**config.mk**
```make
export PLATFORM = sky130hd
export DESIGN_NAME = serial_word_deser_flat
export DESIGN_NICKNAME = d
export VERILOG_FILES = /design/src/rtl/serial_word_deser_if.sv /design/src/rtl/serial_word_deser.sv /design/src/flat_wrapper.sv
export SDC_FILE = /design/constraint.sdc
export NUM_CORES = 1
export LEC_CHECK = 0
export ABC_CLOCK_PERIOD_IN_PS = 4300
export CORE_ASPECT_RATIO = 1.25
export CORE_MARGIN = 8
export CORE_UTILIZATION = 58
export DETAILED_ROUTE_END_ITERATION = 10
export HOLD_SLACK_MARGIN = 0.02
export PLACE_DENSITY = 0.82
export SYNTH_ARGS = -nofsm -noshare
export SYNTH_HDL_FRONTEND = slang
export SYNTH_SLANG_ARGS = --single-unit
```
**constraint.sdc**
```tcl
create_clock -name clk -period 4.3 [get_ports clk]
set_input_delay 0.43 -clock clk [delete_from_list [all_inputs] [get_ports clk]]
set_output_delay 0.43 -clock clk [all_outputs]
set_load 0.05 [all_outputs]
```
**src/rtl/serial_word_deser_if.sv**
```systemverilog
// Bundle of the serial input stream and the word output handshake for serial_word_deser.
// Optional macro PARITY_CHECK_EN adds the parity_err output.
interface serial_word_deser_if #(
    parameter int unsigned WIDTH = 8
);
    logic             d_valid;
    logic             d;
    logic [WIDTH-1:0] word_data;
    logic             word_valid;
    logic             word_ready;
    logic             sync_lock;
    logic             overrun;
`ifdef PARITY_CHECK_EN
    logic             parity_err;

    // Deserializer side: consumes bits, produces words.
    modport master (
        input  d_valid, d, word_ready,
        output word_data, word_valid, sync_lock, overrun, parity_err
    );

    // Environment side: drives bits, takes words.
    modport slave (
        output d_valid, d, word_ready,
        input  word_data, word_valid, sync_lock, overrun, parity_err
    );
`else
    // Deserializer side: consumes bits, produces words.
    modport master (
        input  d_valid, d, word_ready,
        output word_data, word_valid, sync_lock, overrun
    );

    // Environment side: drives bits, takes words.
    modport slave (
        output d_valid, d, word_ready,
        input  word_data, word_valid, sync_lock, overrun
    );
`endif
endinterface

```
**src/rtl/serial_word_deser.sv**
```systemverilog
// Serial word deserializer: hunts for a sync pattern, shifts in WIDTH bits MSB-first and
// presents each word on a single-entry valid/ready register. A word that completes while
// the register is full and not being drained is dropped with a one-cycle overrun pulse.
// Optional macro PARITY_CHECK_EN: one even-parity bit follows the data bits and its
// result is reported on parity_err alongside the word.
module serial_word_deser #(
    parameter int unsigned          WIDTH    = 8,
    parameter int unsigned          SYNC_LEN = 8,
    parameter logic [SYNC_LEN-1:0]  SYNC_PAT = SYNC_LEN'(8'hA5)
) (
    input logic                  clk,
    input logic                  rst,
    serial_word_deser_if.master  bus
);
    localparam int unsigned CntW  = $clog2(WIDTH);
    localparam int unsigned FillW = $clog2(SYNC_LEN + 1);

    typedef enum logic [1:0] {StHunt, StCollect, StParity} state_e;

    state_e              state_q, state_d;
    logic [SYNC_LEN-1:0] hist_q, hist_d;
    logic [FillW-1:0]    fill_q, fill_d;
    logic [CntW-1:0]     cnt_q, cnt_d;
    logic [WIDTH-1:0]    shreg_q, shreg_d;
    logic [WIDTH-1:0]    data_q, data_d;
    logic                valid_q, valid_d;
    logic                overrun_q, overrun_d;
    logic [SYNC_LEN-1:0] hist_shift;
    logic [WIDTH-1:0]    shreg_shift;
    logic                complete;
    logic [WIDTH-1:0]    done_word;
`ifdef PARITY_CHECK_EN
    logic                par_q, par_d;
    logic                perr_q, perr_d;
    logic                done_perr;
`endif

    assign hist_shift  = {hist_q[SYNC_LEN-2:0], bus.d};
    assign shreg_shift = {shreg_q[WIDTH-2:0], bus.d};

    // State and datapath registers.
    always_ff @(posedge clk or posedge rst) begin
        if (rst) begin
            state_q   <= StHunt;
            hist_q    <= '0;
            fill_q    <= '0;
            cnt_q     <= '0;
            shreg_q   <= '0;
            data_q    <= '0;
            valid_q   <= 1'b0;
            overrun_q <= 1'b0;
`ifdef PARITY_CHECK_EN
            par_q     <= 1'b0;
            perr_q    <= 1'b0;
`endif
        end else begin
            state_q   <= state_d;
            hist_q    <= hist_d;
            fill_q    <= fill_d;
            cnt_q     <= cnt_d;
            shreg_q   <= shreg_d;
            data_q    <= data_d;
            valid_q   <= valid_d;
            overrun_q <= overrun_d;
`ifdef PARITY_CHECK_EN
            par_q     <= par_d;
            perr_q    <= perr_d;
`endif
        end
    end

    // Next-state: sync hunt, bit collection and output register load/drop.
    always_comb begin
        state_d   = state_q;
        hist_d    = hist_q;
        fill_d    = fill_q;
        cnt_d     = cnt_q;
        shreg_d   = shreg_q;
        data_d    = data_q;
        valid_d   = valid_q;
        overrun_d = 1'b0;
        complete  = 1'b0;
        done_word = shreg_q;
`ifdef PARITY_CHECK_EN
        par_d     = par_q;
        perr_d    = perr_q;
        done_perr = 1'b0;
`endif

        unique case (state_q)
            StHunt: begin
                if (bus.d_valid) begin
                    hist_d = hist_shift;
                    if (fill_q != FillW'(SYNC_LEN)) fill_d = fill_q + 1'b1;
                    // Fill count after this bit must be full, so reset zeros never match.
                    if ((fill_q >= FillW'(SYNC_LEN - 1)) && (hist_shift == SYNC_PAT)) begin
                        state_d = StCollect;
                        fill_d  = '0;
                        cnt_d   = '0;
`ifdef PARITY_CHECK_EN
                        par_d   = 1'b0;
`endif
                    end
                end
            end
            StCollect: begin
                if (bus.d_valid) begin
                    shreg_d = shreg_shift;
                    cnt_d   = cnt_q + 1'b1;
`ifdef PARITY_CHECK_EN
                    par_d   = par_q ^ bus.d;
                    if (cnt_q == CntW'(WIDTH - 1)) state_d = StParity;
`else
                    if (cnt_q == CntW'(WIDTH - 1)) begin
                        state_d   = StHunt;
                        complete  = 1'b1;
                        done_word = shreg_shift;
                    end
`endif
                end
            end
`ifdef PARITY_CHECK_EN
            StParity: begin
                if (bus.d_valid) begin
                    state_d   = StHunt;
                    complete  = 1'b1;
                    done_word = shreg_q;
                    done_perr = par_q ^ bus.d;
                end
            end
`endif
            default: state_d = StHunt;
        endcase

        if (valid_q && bus.word_ready) valid_d = 1'b0;

        // A word drained on this same edge frees the register for the new word.
        if (complete) begin
            if (!valid_q || bus.word_ready) begin
                data_d  = done_word;
                valid_d = 1'b1;
`ifdef PARITY_CHECK_EN
                perr_d  = done_perr;
`endif
            end else begin
                overrun_d = 1'b1;
            end
        end
    end

    assign bus.word_data  = data_q;
    assign bus.word_valid = valid_q;
    assign bus.overrun    = overrun_q;
    assign bus.sync_lock  = (state_q == StCollect) || (state_q == StParity);
`ifdef PARITY_CHECK_EN
    assign bus.parity_err = perr_q;
`endif
endmodule

```
**src/flat_wrapper.sv**
```systemverilog
// flat-port wrapper written by rule: the top's interface ports become plain ports
module serial_word_deser_flat 
#(
    parameter int unsigned          WIDTH    = 8,
    parameter int unsigned          SYNC_LEN = 8,
    parameter logic [SYNC_LEN-1:0]  SYNC_PAT = SYNC_LEN'(8'hA5)
)
  (clk, rst, bus_d_valid, bus_d, bus_word_ready, bus_word_data, bus_word_valid, bus_sync_lock, bus_overrun);
  serial_word_deser_if #(.WIDTH(WIDTH)) bus_i ();
  input logic clk;
  input logic rst;
  input wire logic [$bits(bus_i.d_valid)-1:0] bus_d_valid;
  input wire logic [$bits(bus_i.d)-1:0] bus_d;
  input wire logic [$bits(bus_i.word_ready)-1:0] bus_word_ready;
  output wire logic [$bits(bus_i.word_data)-1:0] bus_word_data;
  output wire logic [$bits(bus_i.word_valid)-1:0] bus_word_valid;
  output wire logic [$bits(bus_i.sync_lock)-1:0] bus_sync_lock;
  output wire logic [$bits(bus_i.overrun)-1:0] bus_overrun;
  assign bus_i.d_valid = bus_d_valid;
  assign bus_i.d = bus_d;
  assign bus_i.word_ready = bus_word_ready;
  assign bus_word_data = bus_i.word_data;
  assign bus_word_valid = bus_i.word_valid;
  assign bus_sync_lock = bus_i.sync_lock;
  assign bus_overrun = bus_i.overrun;
  serial_word_deser #(.WIDTH(WIDTH), .SYNC_LEN(SYNC_LEN), .SYNC_PAT(SYNC_PAT)) u_core (.clk(clk), .rst(rst), .bus(bus_i));
endmodule
```
# Word level (Yosys, flattened, before mapping)
# Cells that the tools add are included.
word_totals:
  ff_bits: 34
  inputBits: 5
  out_inout_bits: 11
  wordCells: 56
classes:
  n_addsub: 2
  order_cmp: 1
  n_eq_ne: 9
  muxes: 22
  n_reduce_logical: 14
op_table:
  columns: ["operator", "n"]
  rows:
  - ["$mux 8", 3]
  - ["$mux 3", 3]
  - ["$eq 8x8->1 const B", 1]
  - ["$mux 1", 8]
  - ["$mux 2", 4]
  - ["$mux 4", 2]
  - ["$reduce_and 4->1", 2]
  - ["$pmux 3 s2", 1]
  - ["$reduce_and 2->1", 3]
  - ["$add 4x1->4 const B", 1]
  - ["$ge 4x3->1 const B", 1]
  - ["$ne 2x1->1 const B", 2]
  - ["$ne 2x2->1 const B", 2]
  - ["$ne 4x4->1 const B", 1]
  - ["$pmux 2 s2", 1]
  - ["$reduce_bool 2->1", 2]
  - ["$add 3x1->3 const B", 1]
  - ["$eq 3x3->1 const B", 1]
  - ["$reduce_and 3->1", 1]
  - ["$eq 2x1->1 const B", 1]
  - ["$eq 2x2->1 const B", 1]
  - ["$logic_and 1x1->1", 2]
  - ["$logic_not 2->1", 1]
  - ["$logic_or 1x1->1", 2]
  - ["$logic_not 1->1", 1]

# Longest topological paths before layout
# Gate-level depths: netlist of the first run.
depth:
  ltp_word: 5
  ltp_mapped: 6
  ltp_nobuf: 6

# Worst setup path after synthesis of the first run
# No wires, ideal clock.
synth_timing:
  path_kind: "flip-flop to flip-flop"
  from: "register u_core.state_q[0]"
  to: "register u_core.data_q[0], in the netlist u_core.bus.word_data[0]"
  setup_ns: 0.127
  arrival_ns: 1.491
  t_required_ns: 4.173
  slack_ns: 2.681
  stages_incl_launch_ff: 5
  path_buffers: 1
  period_less_slack_ns: 1.619
  path_cell_list: "dfrtp_1 > nand3_2 > nor2b_1 > buf_4 > mux2_1"
synth_between:
  elab_chain_cells: 3
  word_cells_on_any_way: 4
  cone_classes: "1 x eq/ne; 2 x mux; 1 x reduce/logical"
synth_rtl:
  columns: ["item", "line", "source"]
  rows:
  - ["from (decl)", "serial_word_deser.sv:20", "state_e state_q, state_d;"]
  - ["from (signal assigned)", "serial_word_deser.sv:44", "state_q <= StHunt;"]
  - ["from (signal assigned)", "serial_word_deser.sv:57", "state_q <= state_d;"]
  - ["$eq 2x1->1 *", "serial_word_deser.sv:90", "unique case (state_q)"]
  - ["$mux 1", "serial_word_deser.sv:90", null]
  - ["$reduce_and 2->1 (no source line)", null, null]
  - ["to (signal assigned)", "serial_word_deser.sv:62", "data_q <= data_d;"]
  - ["to (decl)", "serial_word_deser.sv:25", "logic [WIDTH-1:0] data_q, data_d;"]
# Every way passes the cells marked *; elsewhere a longest branch is shown, timed or not.
# A chain may end at the register's enable or synchronous reset.

# Worst setup path after layout of the first run
layout_timing:
  from: "register u_core.state_q[0]"
  to: "output bus_sync_lock"
layout_between:
  elab_chain_cells: 2
  word_cells_on_any_way: 3
  cone_classes: "2 x eq/ne; 1 x reduce/logical"
layout_rtl:
  columns: ["item", "line", "source"]
  rows:
  - ["$eq 2x1->1 or $eq 2x2->1 (tied branches)", "serial_word_deser.sv:154", "assign bus.sync_lock = (state_q == StCollect) || (state_q == StParity);"]
  - ["$logic_or 1x1->1 *", "serial_word_deser.sv:154", null]
  - ["to (decl)", "flat_wrapper.sv:17", "output wire logic [$bits(bus_i.sync_lock)-1:0] bus_sync_lock;"]
# Marks and branches as above.

==> results by group, run 1 <==
Setup path
  – R2r endpoint: u_core.bus.word_data[2]
  – CP delay by family, top: buffers and inverters
  – CP Data Required Time: 3870 ps
  – R2R Setup Slk: 2390 ps
  – Crit path depth: 1
  – Crit path cell chain: clkdlybuf4s50_1
  – CP Data Arrival Time: 1710 ps
  – Critical path buffers and inverters: 1
  – Worst R2R Path Depth: 5
  – CP max stage cell: clkdlybuf4s50_1
  – Crit. End Element: output pin
  – Setup crit start kind: register
  – Largest stage delay on the critical path: 860 ps
  – Max Fanout on Critical Path: 8
  – Worst r2r src: u_core.cnt_q[0]
  – Crit Path Category: reg -> out

Global routing
  – Gr busiest metal: met2
  – First-pass GRT wire length: 3.82 mm
  – Largest net degree at the start of global routing: 33
  – M3 GR Usage: 0.0544
  – GR Util met2: 0.197
  – Total gr overflow: 0
  – Initial antenna violation count: 0
  – Met1 GRT Util: 0.131
  – GR Util All Layers: 0.122
  – Vias in the first global route: 814

Synthesis
  – Seq cells post-synth: 32
  – Share of the synthesized area in the top cell type: 0.572
  – Synthesized area per cell: 14.7 um^2
  – Yosys warns: 0
  – Post-Syn Area: 1400 um^2
  – Synthesized instance count: 95
  – Seq/Total Area, Yosys: 0.572
  – Post-synth top area cell: dfrtp_1
  – Yosys cell types: 28
  – Synth area leaders: dfrtp_1, mux2_2, mux2_1
  – Synthesized Nets: 104

Power
  – Lkg Pwr: 0.784 nW
  – Net switching power: 0.204 mW
  – Pwr Total: 0.693 mW
  – PD cells: 420 nW/um^2
  – Clock power frac: 0.223
  – Maximum vdd drop: 0.273 mV
  – Power Internal: 0.488 mW
  – Sequential share of power: 0.569
  – Sw Ratio: 0.295
  – Combinational power share: 0.208

Finish
  – Fraction of layout cells with a size suffix above 1: 0.276
  – Nets: 125
  – ANT cells: 0
  – Area growth, synth to finish: 17.9%

Place
  – GPL Wtd Cong: 0.706
  – Number of I/O port buffers: 15
  – Post-DP HPWL: 1.63 mm

Detailed routing
  – Remaining DRCs: 0
  – Total Wirelength: 2.27 mm
  – Drt pass-1 iters: 2
  – DR iter-0 viols: 8
  – Vias/cell: 5.28
  – DR WL/cell: 15.2 um
  – Antenna-violating nets left: 0
  – Via count: 786

Die
  – Chip Height: 70.9 um
  – Die area: 4250 um^2
  – Chip width: 59.9 um
  – Core Area: 2350 um^2
  – Top Ports: 16
  – Core Rows: 20
  – Initial Utilization: 0.595

Timing
  – Setup TNS: 0 ps
  – Min Tclk post-route: 2140 ps
  – RSZ-0062 raised after global routing: false
  – Slew headroom: 0.443
  – Final setup viols: 0
  – Final worst path period share: 0.497
  – Peak Freq: 468 MHz
  – Slew @ Worst Pin: 833 ps
  – Final Hold Fails: 0
  – Clock skew: 5.89 ps
  – Final slew viol count: 0

Clock tree
  – Clk_lat worst skew: 330 ps
  – Clock tree buffer depth: 2
  – Setup Buffers After CTS: 0
  – Total CTS buffers: 5
  – TritonCTS clock tree: built
  – Clock Tree Root: clkbuf_4
  – Post_cts resized: 0
  – Clock sink total: 32
  – Htree depth: 2
  – Hold Buf Count CTS: 0
  – Clock transition at path regs: 90 ps

Outcome
  – Run status: finished, final reports clean

Flow run
  – Max-cap violation count: 0

Hold path
  – Hold Crit Class: in -> async
-- area by class of cell --
class                      instances  area [um^2]
inverter                           3         11.3
tap                               33         41.3
clock inverter                     1         5.00
clock buffer                       6         41.3
sequential                        32          801
timing repair buffer              16          178
fill                             190          702
multi-input combinational         58          573
-- kinds of logic after synthesis --
kind of cell,after synthesis,synth area share
AO/OA/AOI/OAI,12,0.0679
XOR/XNOR,1,0.00626
adder cells (fa/ha/maj),4,0.0357
buffers and inverters,5,0.0188
flip-flops,32,0.572
multiplexers,23,0.188
AND/OR/NAND/NOR,18,0.112
-- state kept, by name, indices dropped and copies added, names as in the netlist --
name / flops
u_core.shreg_q: 7
u_core.state_q: 1
u_core.hist_q: 7
u_core.bus.word_valid: 1
u_core.bus.overrun: 1
u_core.cnt_q: 3
u_core.fill_q: 4
u_core.bus.word_data: 8
-- worst max path at each step --
stage | from | to | slack (ps)
3_3_place_gp | bus_d_valid | u_core.fill_q[0] | 1990
5_1_grt | u_core.state_q[0] | bus_sync_lock | 2080
4_1_cts | u_core.state_q[0] | bus_sync_lock | 2140
2_1_floorplan | u_core.state_q[0] | u_core.bus.word_data[0] | 2680
6_report | u_core.state_q[0] | bus_sync_lock | 2160
3_5_place_dp | bus_d_valid | u_core.fill_q[0] | 1930
-- power groups by stage --
stage	Combinational, mW	Clock, mW	Sequential (mW)
finish	0.144	0.154	0.394
global route	0.163	0.176	0.402
CTS	0.144	0.163	0.394
detailed placement	0.143	0	0.400
global placement	0.136	0	0.397
floorplan	0.115	0	0.392
-- cell usage in the layout, fill, tap and decap left out --
cell,Yosys,routed
a21oi_1,1,1
a22o_1,3,3
a32o_1,2,2
and2_2,1,1
buf_16,0,1
clkbuf_1,0,1
clkbuf_4,0,5
clkdlybuf4s50_1,0,15
clkinv_2,0,1
dfrtp_1,32,32
ha_1,4,4
inv_1,3,3
mux2_1,8,8
mux2_2,14,14
mux2_4,1,1
nand2_1,3,3
nand2_2,1,1
nand2b_1,1,1
nand3_1,1,1
nand3_2,1,1
nand4bb_4,2,2
nor2_1,2,2
nor2_2,1,1
nor2b_1,3,3
nor3_4,1,1
o21a_1,1,1
o21ai_0,2,2
o21ai_1,1,1
o21ai_2,1,1
o31ai_2,1,1
or2_2,1,1
xnor2_1,1,1
-- through the flow --
stage | instances | hold WS (ps) | util | worst slack [ps] | cell area (um^2)
finish | 149 | 405 | 0.702 | 2160 | 1650
global route | 149 | 420 | 0.702 | 2080 | 1650
CTS | 148 | 496 | 0.690 | 2140 | 1620
detailed placement | 141 | 475 | 0.670 | 1930 | 1580
global placement | 141 | 467 | 0.670 | 1990 | 1580
floorplan | 95 | 459 | - | 2680 | 1400
-- per-layer routing --
| metal | wire length [um] | up-vias |
|---|---|---|
| met5 | 0 | - |
| met4 | 29 | 0 |
| met3 | 121 | 4 |
| met2 | 1230 | 13 |
| met1 | 880 | 389 |
| li1 | - | 380 |
-- cells in the mapped netlist, drive strengths merged --
cell / number
a21oi: 1
o21ai: 4
xnor2: 1
nor3: 1
inv: 3
mux2: 23
buf: 2
nand4bb: 2
and2: 1
a32o: 2
nor2: 3
ha: 4
nand2: 4
a22o: 3
or2: 1
o21a: 1
nor2b: 3
nand3: 2
nand2b: 1
o31ai: 1
dfrtp: 32
No activity file was read; power rests on OpenSTA's default activity.
==> run 2, diff against run 1 <==
--- a/config.mk
+++ b/config.mk
@@ -5,13 +5,13 @@
 export SDC_FILE = /design/constraint.sdc
 export NUM_CORES = 1
 export LEC_CHECK = 0
-export ABC_CLOCK_PERIOD_IN_PS = 4300
+export ABC_CLOCK_PERIOD_IN_PS = 2100
 export CORE_ASPECT_RATIO = 1.25
 export CORE_MARGIN = 8
-export CORE_UTILIZATION = 58
+export CORE_UTILIZATION = 54
 export DETAILED_ROUTE_END_ITERATION = 10
 export HOLD_SLACK_MARGIN = 0.02
-export PLACE_DENSITY = 0.82
+export PLACE_DENSITY = 0.77
 export SYNTH_ARGS = -nofsm -noshare
 export SYNTH_HDL_FRONTEND = slang
 export SYNTH_SLANG_ARGS = --single-unit
==> constraint.sdc (replaced) <==
create_clock -name clk -period 2.1 [get_ports clk]
set_input_delay 0.21 -clock clk [delete_from_list [all_inputs] [get_ports clk]]
set_output_delay 0.21 -clock clk [all_outputs]
set_load 0.05 [all_outputs]
==> run 2 against run 1 <==
Die area is 5.6% higher. Final area up 0.61%. Combinational power is 100% higher. Clock skew decreased by 1.4 ps. Clock-buffer cell count stayed put. Hold slack worse by 160 ps. Clock power is 140% higher.
==> results by group, run 2 (synthesis results as in run 1) <==
Outcome
  – Run status: finished, final reports clean

Clock tree
  – Htree depth: 2 (unchanged)
  – Clock Tree Root: clkbuf_4
  – Clock tree buffer depth: 2 (unchanged)
  – TritonCTS clock tree: built
  – Total CTS buffers: 5 (unchanged)
  – Clock transition at path regs: 100 ps (about the same)
  – Clock sink total: 32 (unchanged)
  – Hold Buf Count CTS: 0 (unchanged)
  – Setup Buffers After CTS: 0 (unchanged)
  – Post_cts resized: 0 (unchanged)
  – Clk_lat worst skew: 330 ps (about the same)

Setup path
  – Setup crit start kind: register
  – Max Fanout on Critical Path: 8 (unchanged)
  – Critical path buffers and inverters: 1 (unchanged)
  – CP delay by family, top: buffers and inverters
  – CP max stage cell: clkdlybuf4s50_1
  – Crit Path Category: reg -> out
  – Crit path cell chain: clkdlybuf4s50_1
  – CP Data Arrival Time: 1700 ps (about the same)
  – Crit. End Element: output pin
  – Largest stage delay on the critical path: 860 ps (about the same)
  – CP Data Required Time: 1890 ps (-1980 ps)

Global routing
  – Largest net degree at the start of global routing: 33 (unchanged)
  – Vias in the first global route: 845 (+3.8%)
  – Total gr overflow: 0 (unchanged)
  – GR Util met2: 0.182 (-0.0149)
  – Initial antenna violation count: 0 (unchanged)
  – Gr busiest metal: met2
  – Met1 GRT Util: 0.132 (+0.000430)
  – M3 GR Usage: 0.0547 (+0.000227)
  – GR Util All Layers: 0.120 (-0.00236)
  – First-pass GRT wire length: 3.91 mm (+2.4%)

Power
  – Sw Ratio: 0.295 (about the same)
  – Combinational power share: 0.201 (-0.007)
  – Lkg Pwr: 0.796 nW (+1.6%)
  – Power Internal: 1.03 mW (+110%)
  – Maximum vdd drop: 0.552 mV (+100%)
  – PD cells: 883 nW/um^2 (+110%)
  – Sequential share of power: 0.550 (-0.019)
  – Clock power frac: 0.248 (+0.025)
  – Pwr Total: 1.47 mW (+110%)
  – Net switching power: 0.433 mW (+110%)

Die
  – Core Area: 2450 um^2 (+4.3%)
  – Die area: 4490 um^2 (+5.6%)
  – Core Rows: 20 (unchanged)
  – Initial Utilization: 0.571 (-0.0243)
  – Top Ports: 16 (unchanged)
  – Chip Height: 72.9 um (+2.8%)
  – Chip width: 61.5 um (+2.7%)

Finish
  – Commonest non-fill, non-tap cells in the layout: dfrtp_1, clkdlybuf4s50_1, mux2_2
  – Commonest non-fill, non-tap cell in the layout: dfrtp_1
  – Largest register FFs: 8 (unchanged)
  – Fraction of layout cells with a size suffix above 1: 0.303 (+0.0267)
  – Nets: 127 (+1.6%)
  – Area growth, synth to finish: 18.6%
  – Fill cell count: 191 (+0.53%)
  – ANT cells: 0 (unchanged)

Place
  – Post-DP HPWL: 1.66 mm (+1.8%)
  – Number of I/O port buffers: 15 (unchanged)
  – GPL Wtd Cong: 0.778 (+10%)

Detailed routing
  – Via count: 810 (+3.1%)
  – Antenna-violating nets left: 0 (unchanged)
  – Vias/cell: 5.33 (+1.0%)
  – Drt pass-1 iters: 4 (+2)
  – DR iter-0 viols: 18 (+10)
  – Remaining DRCs: 0 (unchanged)
  – DR WL/cell: 14.9 um (-2.3%)
  – Total Wirelength: 2.26 mm (-0.35%)

Timing
  – Clock skew: 4.46 ps (-1.43 ps)
  – RSZ-0062 raised after global routing: false
  – Final worst path period share: 0.908
  – Peak Freq: 524 MHz
  – Slew headroom: 0.661 (+0.218)
  – Min Tclk post-route: 1910 ps
  – Final Hold Fails: 0 (unchanged)
  – Slew @ Worst Pin: 507 ps (-326 ps)
  – Final slew viol count: 0 (unchanged)
  – Final setup viols: 0 (unchanged)
  – Setup TNS: 0 ps (unchanged)

Hold path
  – Hold Crit Class: in -> async

Flow run
  – Max-cap violation count: 0 (unchanged)
==> run 2: cell types whose count changed in the layout (fill, tap and decap cells not counted), sizes merged <==
cell,before,now
clkinv,1,2
buf,1,3
==> run 2: path summary, 6_finish.rpt <==
kind | startpoint | end | slack, ps | cells after the start
worst max-delay path | u_core.state_q[0] | bus_sync_lock | 190 | 1
worst min-delay path | rst | u_core.bus.word_data[5] | 250 | 3
worst max register to register | u_core.cnt_q[0] | u_core.bus.word_data[6] | 500 | 6
worst min register to register | u_core.bus.word_data[1] | u_core.bus.word_data[1] | 490 | 1
max in group asynchronous | rst | u_core.hist_q[2] | 1570 | 3
min in group clk | u_core.bus.word_data[1] | u_core.bus.word_data[1] | 490 | 1
==> run 2: through the flow <==
step	setup slack, ps	utilization	hold slack [ps]	area [um^2]	instances
2_1_floorplan	481	-	326	1400	95
3_3_place_gp	413	0.652	469	1600	144
6_report	193	0.677	246	1660	152
4_1_cts	176	0.677	241	1660	152
3_5_place_dp	339	0.652	476	1600	144
5_1_grt	122	0.677	286	1660	152
==> run 2: final cells by class <==
type,instances,area (um^2),area share
clock buffers,6,51.3,0.0309
clock inverters,2,10.0,0.00603
inverters,3,11.3,0.00678
multi-input cells,58,573,0.345
flip-flops and latches,32,801,0.482
well taps,33,41.3,0.0249
repair buffers,18,173,0.104
==> run 2: worst reg2reg max path, delay by kind of cell, from the launching register on <==
| kind | cells | cell delay, ps |
|---|---|---|
| fa+ha+maj | 2 | 310 |
| buf+inv | 1 | 180 |
| flops | 1 | 390 |
| mux | 1 | 340 |
| simple gates | 2 | 260 |
==> run 2: power by group through the flow <==
stage / logic [mW] / registers [mW] / clock network, mW
after global placement: 0.278 / 0.809 / 0
after detailed placement: 0.296 / 0.819 / 0
after CTS: 0.300 / 0.807 / 0.381
after global routing: 0.324 / 0.824 / 0.394
final: 0.295 / 0.807 / 0.364
after floorplan: 0.235 / 0.803 / 0
==> run 2: metal layers <==
metal | routed length [um] | share of wire | up-vias
met4 | 54 | 0.024 | 0
met5 | 0 | 0 | -
li1 | - | - | 387
met2 | 1130 | 0.50 | 18
met3 | 155 | 0.069 | 7
met1 | 915 | 0.41 | 398
